**src/rtl/ghostbus_stream_host.sv**
```systemverilog
// ghostbus_stream_host: byte-stream framed command parser driving single ghostbus write/read cycles
// Frames: opcode, AW/8 address bytes, then DW/8 data bytes for writes; reads answer with DW/8 bytes.
module ghostbus_stream_host #(
  parameter int AW   = 24,
  parameter int DW   = 32,
  parameter int RLAT = 1
) (
  input  logic          clk,
  input  logic          rst,
  input  logic [7:0]    rx_data,
  input  logic          rx_valid,
  output logic          rx_ready,
  output logic [7:0]    tx_data,
  output logic          tx_valid,
  input  logic          tx_ready,
  output logic [AW-1:0] gb_addr,
  output logic [DW-1:0] gb_dout,
  output logic          gb_we,
  output logic          gb_re,
  input  logic [DW-1:0] gb_din,
  output logic          busy,
  output logic [7:0]    err_count
);
  typedef enum logic [2:0] {IDLE, ADDR, WDATA, WSTB, RSTB, RWAIT, RESP} state_t;
  state_t state_q;
  logic          wr_q, we_q, re_q, txv_q;
  logic [7:0]    cnt_q, err_q;
  logic [3:0]    wait_q;
  logic [AW-1:0] addr_q;
  logic [DW-1:0] dout_q, tx_sh_q;
  logic [AW+7:0] addr_d;
  logic [DW+7:0] dout_d;
  logic          rx_fire, tx_fire;
  assign addr_d    = {addr_q, rx_data};
  assign dout_d    = {dout_q, rx_data};
  assign rx_ready  = !rst && (state_q == IDLE || state_q == ADDR || state_q == WDATA);
  assign rx_fire   = rx_valid && rx_ready;
  assign tx_fire   = txv_q && tx_ready;
  assign tx_data   = tx_sh_q[DW-1:DW-8];
  assign tx_valid  = txv_q;
  assign gb_addr   = addr_q;
  assign gb_dout   = dout_q;
  assign gb_we     = we_q;
  assign gb_re     = re_q;
  assign busy      = state_q != IDLE;
  assign err_count = err_q;
  always_ff @(posedge clk or posedge rst) begin
    if (rst) begin
      state_q <= IDLE;
      wr_q    <= 1'b0;
      we_q    <= 1'b0;
      re_q    <= 1'b0;
      txv_q   <= 1'b0;
      cnt_q   <= '0;
      err_q   <= '0;
      wait_q  <= '0;
      addr_q  <= '0;
      dout_q  <= '0;
      tx_sh_q <= '0;
    end else begin
      we_q <= 1'b0;
      re_q <= 1'b0;
      case (state_q)
        IDLE: if (rx_fire) begin
          cnt_q <= '0;
          if (rx_data == 8'h01 || rx_data == 8'h02) begin
            wr_q    <= rx_data == 8'h01;
            state_q <= ADDR;
          end else if (err_q != 8'hFF) err_q <= err_q + 8'd1;
        end
        ADDR: if (rx_fire) begin
          addr_q <= addr_d[AW-1:0];
          if (cnt_q == 8'(AW/8-1)) begin
            cnt_q   <= '0;
            re_q    <= !wr_q;
            state_q <= wr_q ? WDATA : RSTB;
          end else cnt_q <= cnt_q + 8'd1;
        end
        WDATA: if (rx_fire) begin
          dout_q <= dout_d[DW-1:0];
          if (cnt_q == 8'(DW/8-1)) begin
            we_q    <= 1'b1;
            state_q <= WSTB;
          end else cnt_q <= cnt_q + 8'd1;
        end
        WSTB: state_q <= IDLE;
        RSTB: begin
          wait_q  <= 4'(RLAT-1);
          state_q <= RWAIT;
        end
        RWAIT: if (wait_q == '0) begin
          tx_sh_q <= gb_din;
          txv_q   <= 1'b1;
          cnt_q   <= '0;
          state_q <= RESP;
        end else wait_q <= wait_q - 4'd1;
        RESP: if (tx_fire) begin
          tx_sh_q <= tx_sh_q << 8;
          if (cnt_q == 8'(DW/8-1)) begin
            txv_q   <= 1'b0;
            state_q <= IDLE;
          end else cnt_q <= cnt_q + 8'd1;
        end
        default: state_q <= IDLE;
      endcase
    end
  end
endmodule
```
**config.mk**
```make
export PLATFORM = sky130hd
export DESIGN_NAME = ghostbus_stream_host
export DESIGN_NICKNAME = d
export VERILOG_FILES = /design/src/rtl/ghostbus_stream_host.sv
export SDC_FILE = /design/constraint.sdc
export NUM_CORES = 1
export LEC_CHECK = 0
export ABC_AREA = 1
export CAP_MARGIN = 20
export CORE_UTILIZATION = 47
export CTS_BUF_LIST = sky130_fd_sc_hd__clkbuf_2
export DETAILED_ROUTE_END_ITERATION = 16
export GPL_TIMING_DRIVEN = 1
export PLACE_DENSITY = 0.77
export SYNTH_ARGS = -nofsm -noshare
export SYNTH_HDL_FRONTEND = slang
export SYNTH_SLANG_ARGS = --single-unit
```
**constraint.sdc**
```tcl
create_clock -name clk -period 3.8 [get_ports clk]
set_clock_uncertainty 0.2 [all_clocks]
set_input_delay 0.95 -clock clk [delete_from_list [all_inputs] [get_ports clk]]
set_output_delay 0.95 -clock clk [all_outputs]
set_load 0.05 [all_outputs]
```
==> metrics.txt, run 1 <==
CTS Sinks 115; total congestion overflow 0; Initial DRC Count 352; post-synthesis async set-or-reset flop share 100%; post-layout min period 3.38 ns; area share of the leading cell type in the synthesized netlist 54.1%; total of flip-flops plus latches after synthesis 115; Critical Setup Path Class reg2out; via-per-instance ratio 5.03; number of buffers on the longest clock path 2; I/O pins 121; Yosys top cell by area dfrtp_1; share of the clock period used by the worst path 89.0%; run status complete, no violations; portion of the post-synthesis area used by sequential elements 54.1%; global-route track usage on met3 6.33%; setup-violating endpoint count in the final report 0; Detailed Routing Iterations Pass 1 5; number of post-CTS setup repair buffers 0; critical path data required time 2.65 ns; die area 11,700 sq um; number of warning messages in the yosys log 0; minimum setup slack in the final design 0.416 ns; antenna violations before repair 0; cell at the root of the clock tree clkbuf_2; Total Negative Setup Slacks 0 ns; RSZ-0062 raised after global routing no; R2R Setup Slk 1.47 ns; Critical Path Source Type flop; proportion of power drawn by the clock network 12.2%; RD Place Congestion 0.812; first-pass GRT wire length 20,300 microns; worst-margin pin slew 0.777 ns; final count of hold timing violations 0; arrival time reported for the critical path endpoint 2.23 ns; Port Buffer Count 120; Switch Pwr 2540 uW; netlist area before placement 5320 sq um; number of standard-cell rows in the floorplan 38; endpoint of the most critical setup path busy; clock tree from TritonCTS built; Mapped Nets 698; post-detailed-placement half-perimeter wirelength 8560 microns; net count of the finished layout 811; core region area 10,900 sq um; part of the total power dissipated in combinational logic 51.1%; Worst VDD drop 0.520 mV; sequential share of power 36.7%; synth unique cells 33; remaining number of nets flagged by the antenna check after routing 0; Via Count 4,589; number of global-route vias before repair 4,378; number of buffers inserted for hold repair after clock tree synthesis 0; antenna diode count 0; most area-consuming cells after synthesis dfrtp_1, nand2_1, o21ai_0; Power Dens Cells 770 nW/um^2; worst flop-to-flop path startpoint state_q[2]; post-route DRC violation count 0; die extent in x 108 microns; Chip Height 108 microns; prevailing post-synth register cell dfrtp_1; met1 usage 28.1%; Worst R2R Path Depth 5; area added between synthesis and finish 26.7%; most frequent cell after synthesis nand2_1; largest net degree at the start of global routing 116; internal power 2650 uW; worst min-delay path category reg2reg; post-place setup slack 0.792 ns; Max Cap Viol 0; Synth Instances 650; all-layer global routing usage 22.2%; number of synthesized flops with an enable pin 0; routed wire length per instance 13.5 microns; Detailed Route WL 12,300 microns; Resize count post-CTS 0; clock buffers created by TritonCTS 17; CTS clock-pin slew for the worst setup and hold paths 0.16 ns; met2 Track Usage GR 36.9%; startpoint of the worst setup timing path state_q[1]; Commonest cells post-synth nand2_1, dfrtp_1, inv_1; highest-utilization routing layer at the global route stage met2; initial standard-cell utilization of the core 48.6%; Max-slew headroom 48.2%; Final Max Tran Viols 0; average size of a mapped cell 8.18 sq um; sw frac 48.9%; endpoint of the lowest-slack register-to-register path gb_addr[5]; category of the worst setup path capture point output port; largest driver fanout on the critical path 6; worst-skew pair later-pin latency 0.62 ns; number of H-tree levels 4; share of cells above drive strength 1 6.60%; leakage power of the design 0.00324 uW; timing-limited maximum frequency 0.296 GHz
power groups by stage:
stage / clock (uW) / combinational, uW / sequential [uW]
3_5_place_dp: 0 / 2660 / 1920
2_1_floorplan: 0 / 1070 / 2680
5_1_grt: 708 / 2860 / 1950
6_report: 633 / 2650 / 1900
3_3_place_gp: 0 / 2580 / 1910
4_1_cts: 661 / 2670 / 1900
stage by stage:
stage	cells	total power, uW	util, %	cell area (sq um)	hold slack, ns
finish	913	5190	61.6	6730	0.280
global route	913	5520	61.6	6730	0.313
CTS	913	5230	61.6	6730	0.291
detailed placement	884	4580	60.0	6570	0.258
global placement	884	4500	60.0	6570	0.253
floorplan	650	3750	-	5320	0.236
layout by cell type, fill, tap and decap left out, types with 5 or more instances in the layout:
cell | synthesis | final
a21oi_1 | 15 | 15
a31oi_1 | 9 | 9
buf_4 | 14 | 7
clkbuf_2 | 0 | 20
clkdlybuf4s50_1 | 0 | 119
clkinv_1 | 1 | 5
dfrtp_1 | 115 | 115
inv_1 | 56 | 55
nand2_1 | 257 | 257
nand3_1 | 19 | 19
nand4_1 | 5 | 5
nor2_1 | 40 | 39
o211ai_1 | 8 | 8
o21ai_0 | 51 | 51
xor2_1 | 7 | 7
sequential cells by signal, summed over array words and instances, names as in the netlist:
name	flops
wr_q	1
gb_re	1
gb_dout	32
tx_sh_q	32
err_count	8
tx_valid	1
cnt_q	8
wait_q	4
state_q	3
gb_we	1
gb_addr	24
critical path, cell delays in order, from the launching register on:
cell	delay (ns)
dfrtp_1	0.48
nor3_2	0.29
inv_1	0.10
clkdlybuf4s50_1	0.75
area by class of cell:
cell class / instances / area [sq um]
Clock buffer: 20 / 100
Tap cell: 140 / 175
Multi-Input combinational cell: 443 / 2020
Fill cell: 1009 / 4200
Sequential cell: 115 / 2880
Timing Repair Buffer: 127 / 1260
Inverter: 59 / 225
Clock inverter: 9 / 67.6
how the worst min path moves through the flow:
stage,start,endpoint,slack (ns),cells after the start
5_1_grt,wr_q,gb_re,0.31,1
3_3_place_gp,gb_dout[27],gb_dout[27],0.25,2
6_report,wr_q,gb_re,0.28,1
4_1_cts,gb_dout[27],gb_dout[27],0.29,2
3_5_place_dp,gb_addr[20],gb_addr[20],0.26,2
2_1_floorplan,wr_q,gb_re,0.24,1
cell families after synthesis:
kind of cell	count (synthesis)	share of synthesized area (%)
fa+ha+maj	4	0.941
flops	115	54.1
xor+xnor	9	1.48
compound gates	90	9.30
buf+inv	92	7.98
simple gates	340	26.2
layer usage:
metal  wire, microns  vias up
met2            6090      136
met5               0        -
li1                -     2273
met4             127        0
met1            5360     2166
met3             733       14
(Power assumes the default switching activity.)
==> run 2: changes to the inputs <==
--- a/config.mk
+++ b/config.mk
@@ -9,8 +9,10 @@
 export CAP_MARGIN = 20
 export CORE_UTILIZATION = 47
 export CTS_BUF_LIST = sky130_fd_sc_hd__clkbuf_2
+export CTS_CLUSTER_SIZE = 12
 export DETAILED_ROUTE_END_ITERATION = 16
 export GPL_TIMING_DRIVEN = 1
+export MAX_ROUTING_LAYER = met4
 export PLACE_DENSITY = 0.77
 export SYNTH_ARGS = -nofsm -noshare
 export SYNTH_HDL_FRONTEND = slang
==> run 2 against run 1 <==
Effect of this change: die area did not move; worst setup slack got worse by 0.0067 ns; cell area did not move; non-clock buffer count did not move; fmax fell by 0.20%; highest routed layer unchanged.
==> metrics.txt, run 2 (synthesis results as in run 1) <==
run status complete, no violations; setup-violating endpoint count in the final report 0; number of standard-cell rows in the floorplan 38; Detailed Route WL 12,400 microns; number of buffers inserted for hold repair after clock tree synthesis 0; Total Negative Setup Slacks 0 ns; sw frac 48.9%; first-pass GRT wire length 20,300 microns; antenna violations before repair 0; cell class contributing the biggest share of worst-path delay buffers and inverters; worst min-delay path category reg2reg; internal power 2650 uW; largest stage delay on the critical path 0.74 ns; post-route DRC violation count 0; clock tree from TritonCTS built; largest driver fanout on the critical path 6; cell at the root of the clock tree clkbuf_2; critical path data required time 2.65 ns; timing-limited maximum frequency 0.295 GHz; net count of the finished layout 811; Via Count 4,602; share of the clock period used by the worst path 89.2%; most frequent standard cell in the layout excluding fill and tap cells nand2_1; RD Place Congestion 0.824; worst-skew pair later-pin latency 0.63 ns; Worst VDD drop 0.520 mV; Max Cap Viol 0; final count of hold timing violations 0; post-layout min period 3.39 ns; CTS clock-pin slew for the worst setup and hold paths 0.16 ns; Filler Cells Inserted 1,009; arrival time reported for the critical path endpoint 2.24 ns; Critical Path Source Type flop; Power Dens Cells 771 nW/um^2; Chip Height 108 microns; part of the total power dissipated in combinational logic 51.1%; Max-slew headroom 47.5%; all-layer global routing usage 23.0%; slowest stage cell on the critical path clkdlybuf4s50_1; post-detailed-placement half-perimeter wirelength 8560 microns; antenna diode count 0; routed wire length per instance 13.5 microns; sequential share of power 36.6%; Resize count post-CTS 0; Critical Setup Path Class reg2out; Detailed Routing Iterations Pass 1 5; CTS Sinks 115; worst-margin pin slew 0.786 ns; post-place setup slack 0.792 ns; Port Buffer Count 120; highest-count cells in the layout ignoring fill and taps nand2_1, clkdlybuf4s50_1, dfrtp_1; number of buffers on the longest clock path 2; die extent in x 108 microns; core region area 10,900 sq um; share of cells above drive strength 1 6.60%; largest net degree at the start of global routing 116; via-per-instance ratio 5.04; total congestion overflow 0; number of H-tree levels 4; initial standard-cell utilization of the core 48.6%; Switch Pwr 2540 uW; number of post-CTS setup repair buffers 0; leakage power of the design 0.00324 uW; minimum setup slack in the final design 0.410 ns; R2R Setup Slk 1.47 ns; remaining number of nets flagged by the antenna check after routing 0; RSZ-0062 raised after global routing no; CP bufs+invs 2; number of global-route vias before repair 4,366; cells along the critical path nor3_2, inv_1, clkdlybuf4s50_1; Final Max Tran Viols 0; area post-placement 6570 sq um; area added between synthesis and finish 26.7%; I/O pins 121; Initial DRC Count 354; clock buffers created by TritonCTS 17; proportion of power drawn by the clock network 12.3%; category of the worst setup path capture point output port; die area 11,700 sq um; Finished Cell Area 6730 sq um
[run 2: power by group through the flow]
stage	registers (uW)	logic [uW]	clock network [uW]
after global routing	1950	2860	709
after detailed placement	1920	2660	0
after global placement	1910	2580	0
after floorplan	2680	1070	0
after CTS	1900	2670	661
final	1900	2660	637
[run 2: metrics by stage]
step	hold WS (ns)	cells	util [%]	total power, uW
after detailed placement	0.258	884	60.0	4580
after CTS	0.291	913	61.6	5230
after global routing	0.313	913	61.6	5520
final	0.286	913	61.6	5190
after floorplan	0.236	650	-	3750
after global placement	0.253	884	60.0	4500
[run 2: metal layers]
layer | up-vias | wire, microns | track usage [%]
met5 | - | 0 | -
met4 | 0 | 118 | 7.05
met3 | 14 | 680 | 6.33
met2 | 127 | 6170 | 36.9
met1 | 2186 | 5400 | 28.3
li1 | 2275 | - | -
[run 2: area by class of cell]
class                      instances  area [sq um]  share of cell area, %
clock buffer                      20           100                   1.49
clock inverter                     9          67.6                   1.00
inverter                          59           225                   3.34
multi-input combinational        443          2020                   30.1
sequential                       115          2880                   42.7
tap                              140           175                   2.60
timing repair buffer             127          1260                   18.8
[run 2: worst register-to-register path, stage by stage (launching register included)]
cell and delay, ns:
dfrtp_1 0.56, inv_1 0.15, nand3_1 0.37, nor2_1 0.13
inv_1 0.60, o21ai_0 0.19
[run 2: worst paths after layout]
kind | cells past startpoint | start | endpoint
max reg2reg | 5 | state_q[2] | gb_addr[5]
max in group asynchronous | 3 | rst | tx_sh_q[20]
min reg2reg | 1 | wr_q | gb_re
max | 3 | state_q[1] | busy
min in group asynchronous | 3 | rst | tx_sh_q[19]
min | 1 | wr_q | gb_re
==> run 3: changes to the inputs <==
--- a/config.mk
+++ b/config.mk
@@ -5,15 +5,15 @@
 export SDC_FILE = /design/constraint.sdc
 export NUM_CORES = 1
 export LEC_CHECK = 0
-export ABC_AREA = 1
 export CAP_MARGIN = 20
-export CORE_UTILIZATION = 47
+export CORE_UTILIZATION = 40
 export CTS_BUF_LIST = sky130_fd_sc_hd__clkbuf_2
 export CTS_CLUSTER_SIZE = 12
 export DETAILED_ROUTE_END_ITERATION = 16
 export GPL_TIMING_DRIVEN = 1
 export MAX_ROUTING_LAYER = met4
-export PLACE_DENSITY = 0.77
+export PLACE_DENSITY = 0.67
+export SETUP_SLACK_MARGIN = 0.3
 export SYNTH_ARGS = -nofsm -noshare
 export SYNTH_HDL_FRONTEND = slang
 export SYNTH_SLANG_ARGS = --single-unit
==> run 3 against run 2 <==
Effect of this change: critical path depth shrank 1; non-clock buffer count grew 2; sequential cell count is the same; via count shrank 20%; highest routed layer unchanged; routed wire length shrank 8.4%; combinational power grew 14%; global-route usage shrank 3.9 points.
==> metrics.txt, run 3 <==
post-route DRC violation count 0; endpoint of the lowest-slack register-to-register path cnt_q[7]; Hold Path Origin wait_q[0]; most frequent standard cell in the layout excluding fill and tap cells clkdlybuf4s50_1; antenna diode count 0; clock buffers created by TritonCTS 17; Port Buffer Count 120; Mapped Nets 472; Initial DRC Count 302; highest-count cells in the layout ignoring fill and taps clkdlybuf4s50_1, dfrtp_1, mux2_2; number of H-tree levels 4; arrival time reported for the critical path endpoint 2.19 ns; Filler Cells Inserted 1,131; final count of hold timing violations 0; post-detailed-placement half-perimeter wirelength 7930 microns; Worst VDD drop 0.553 mV; Commonest cells post-synth dfrtp_1, mux2_2, nor2_1; Max-slew headroom 58.3%; netlist area before placement 5190 sq um; synth unique cells 55; area added between synthesis and finish 30.9%; Yosys top cell by area dfrtp_1; remaining number of nets flagged by the antenna check after routing 0; Via Count 3,662; routed wire length per instance 15.6 microns; initial standard-cell utilization of the core 41.1%; all-layer global routing usage 19.1%; most frequent cell after synthesis dfrtp_1; Final Max Tran Viols 0; category of the worst setup path capture point output port; antenna violations before repair 0; number of synthesized flops with an enable pin 0; I/O pins 121; Critical Path Source Type flop; slowest stage cell on the critical path dfrtp_1; worst-skew pair later-pin latency 0.67 ns; number of buffers inserted for hold repair after clock tree synthesis 0; number of warning messages in the yosys log 0; R2R Setup Slk 1.42 ns; RD Place Congestion 0.822; startpoint of the worst setup timing path state_q[0]; average size of a mapped cell 12.2 sq um; die area 13,400 sq um; critical path data required time 2.65 ns; clock tree from TritonCTS built; portion of the post-synthesis area used by sequential elements 55.5%; Detailed Routing Iterations Pass 1 4; sw frac 46.2%; Critical Setup Path Class reg2out; Worst R2R Path Depth 4; Detailed Route WL 11,300 microns; CTS Sinks 115; timing-limited maximum frequency 0.300 GHz; Max Cap Viol 0; cell at the root of the clock tree clkbuf_2; Power Dens Cells 872 nW/um^2; stages on the worst setup path 2; proportion of power drawn by the clock network 13.0%; share of cells above drive strength 1 19.7%; Switch Pwr 2740 uW; Total Negative Setup Slacks 0 ns; total of flip-flops plus latches after synthesis 115; most area-consuming cells after synthesis dfrtp_1, mux2_2, mux2i_1; first-pass GRT wire length 18,700 microns; run status complete, no violations; core region area 12,600 sq um; internal power 3190 uW; number of standard-cell rows in the floorplan 41; number of global-route vias before repair 3,767; cells along the critical path or3_1, dlygate4sd2_1; setup-violating endpoint count in the final report 0; Chip Height 116 microns; Synth Instances 424; share of the clock period used by the worst path 87.8%; prevailing post-synth register cell dfrtp_1; total congestion overflow 0; CTS clock-pin slew for the worst setup and hold paths 0.15 ns; worst min-delay path category reg2reg; RSZ-0062 raised after global routing no; via-per-instance ratio 5.04; area share of the leading cell type in the synthesized netlist 55.5%; part of the total power dissipated in combinational logic 51.0%; CP bufs+invs 1; number of buffers on the longest clock path 2; utilization of the core after routing 53.8%; post-synthesis async set-or-reset flop share 100%; post-layout min period 3.34 ns; worst-margin pin slew 0.626 ns; cell class contributing the biggest share of worst-path delay flip-flops; largest driver fanout on the critical path 18; largest stage delay on the critical path 0.62 ns; terminating pin of the worst hold path wait_q[0]; cell count of the worst hold path 1; sequential share of power 36.0%; worst flop-to-flop path startpoint state_q[0]; largest net degree at the start of global routing 51; die extent in x 116 microns; net count of the finished layout 589; leakage power of the design 0.00305 uW
## run 3: cell types whose count changed after synthesis, moves of 11 or more
cell     delta
nand3_1    -11
o21ai_0    -42
inv_1      -47
mux2_2     +54
nand2_1   -245
mux2i_1    +25
## run 3: metal layers
metal	wire, microns	track usage [%]	up-vias
met4	176	7.44	0
met1	5320	24.7	1755
met5	0	-	-
met3	942	7.64	14
met2	4890	26.5	120
li1	-	-	1773
## run 3: layout make-up
class | instances | area (sq um) | area share [%]
clock buffers | 19 | 95.1 | 1.40
multi-input cells | 269 | 2120 | 31.2
well taps | 172 | 215 | 3.17
clock inverters | 13 | 138 | 2.03
inverters | 9 | 37.5 | 0.553
repair buffers | 129 | 1300 | 19.2
flip-flops and latches | 115 | 2880 | 42.4
## run 3: logic make-up (layout without fill, tap and decap cells)
group                    after synthesis  count (layout)  synth area share (%)
adder cells (fa/ha/maj)                4               4                 0.965
buffers and inverters                 40             170                  3.88
AO/OA/AOI/OAI                         80              80                  10.9
flip-flops                           115             115                  55.5
XOR/XNOR                               8               8                  1.35
multiplexers                          80              80                  16.8
AND/OR/NAND/NOR                       97              97                  10.6
## run 3: worst max path at each step
stage               slack, ns       end
floorplan                0.54  rx_ready
global placement         0.52  rx_ready
detailed placement       0.50  rx_ready
CTS                      0.38      busy
global route             0.34      busy
finish                   0.46      busy
## run 3: power groups by stage
stage / Sequential [uW] / Combinational (uW) / Clock (uW)
2_1_floorplan: 3120 / 1110 / 0
3_3_place_gp: 2140 / 3010 / 0
3_5_place_dp: 2160 / 3040 / 0
4_1_cts: 2130 / 3050 / 806
5_1_grt: 2210 / 3190 / 863
6_report: 2130 / 3020 / 769
## run 3: stage by stage
step	std cells	worst slack, ns	hold WS [ns]	power (uW)	cell area (sq um)
2_1_floorplan	424	0.543	0.265	4230	5190
3_3_place_gp	694	0.522	0.282	5140	6560
3_5_place_dp	694	0.495	0.287	5200	6560
4_1_cts	726	0.376	0.328	5990	6790
5_1_grt	726	0.336	0.333	6260	6790
6_report	726	0.465	0.325	5920	6790
## run 3: what timing repair did
item,4_1_cts,5_1_grt
buffers inserted,0,0
gates resized for setup,1,0
setup endpoints to repair,1,0
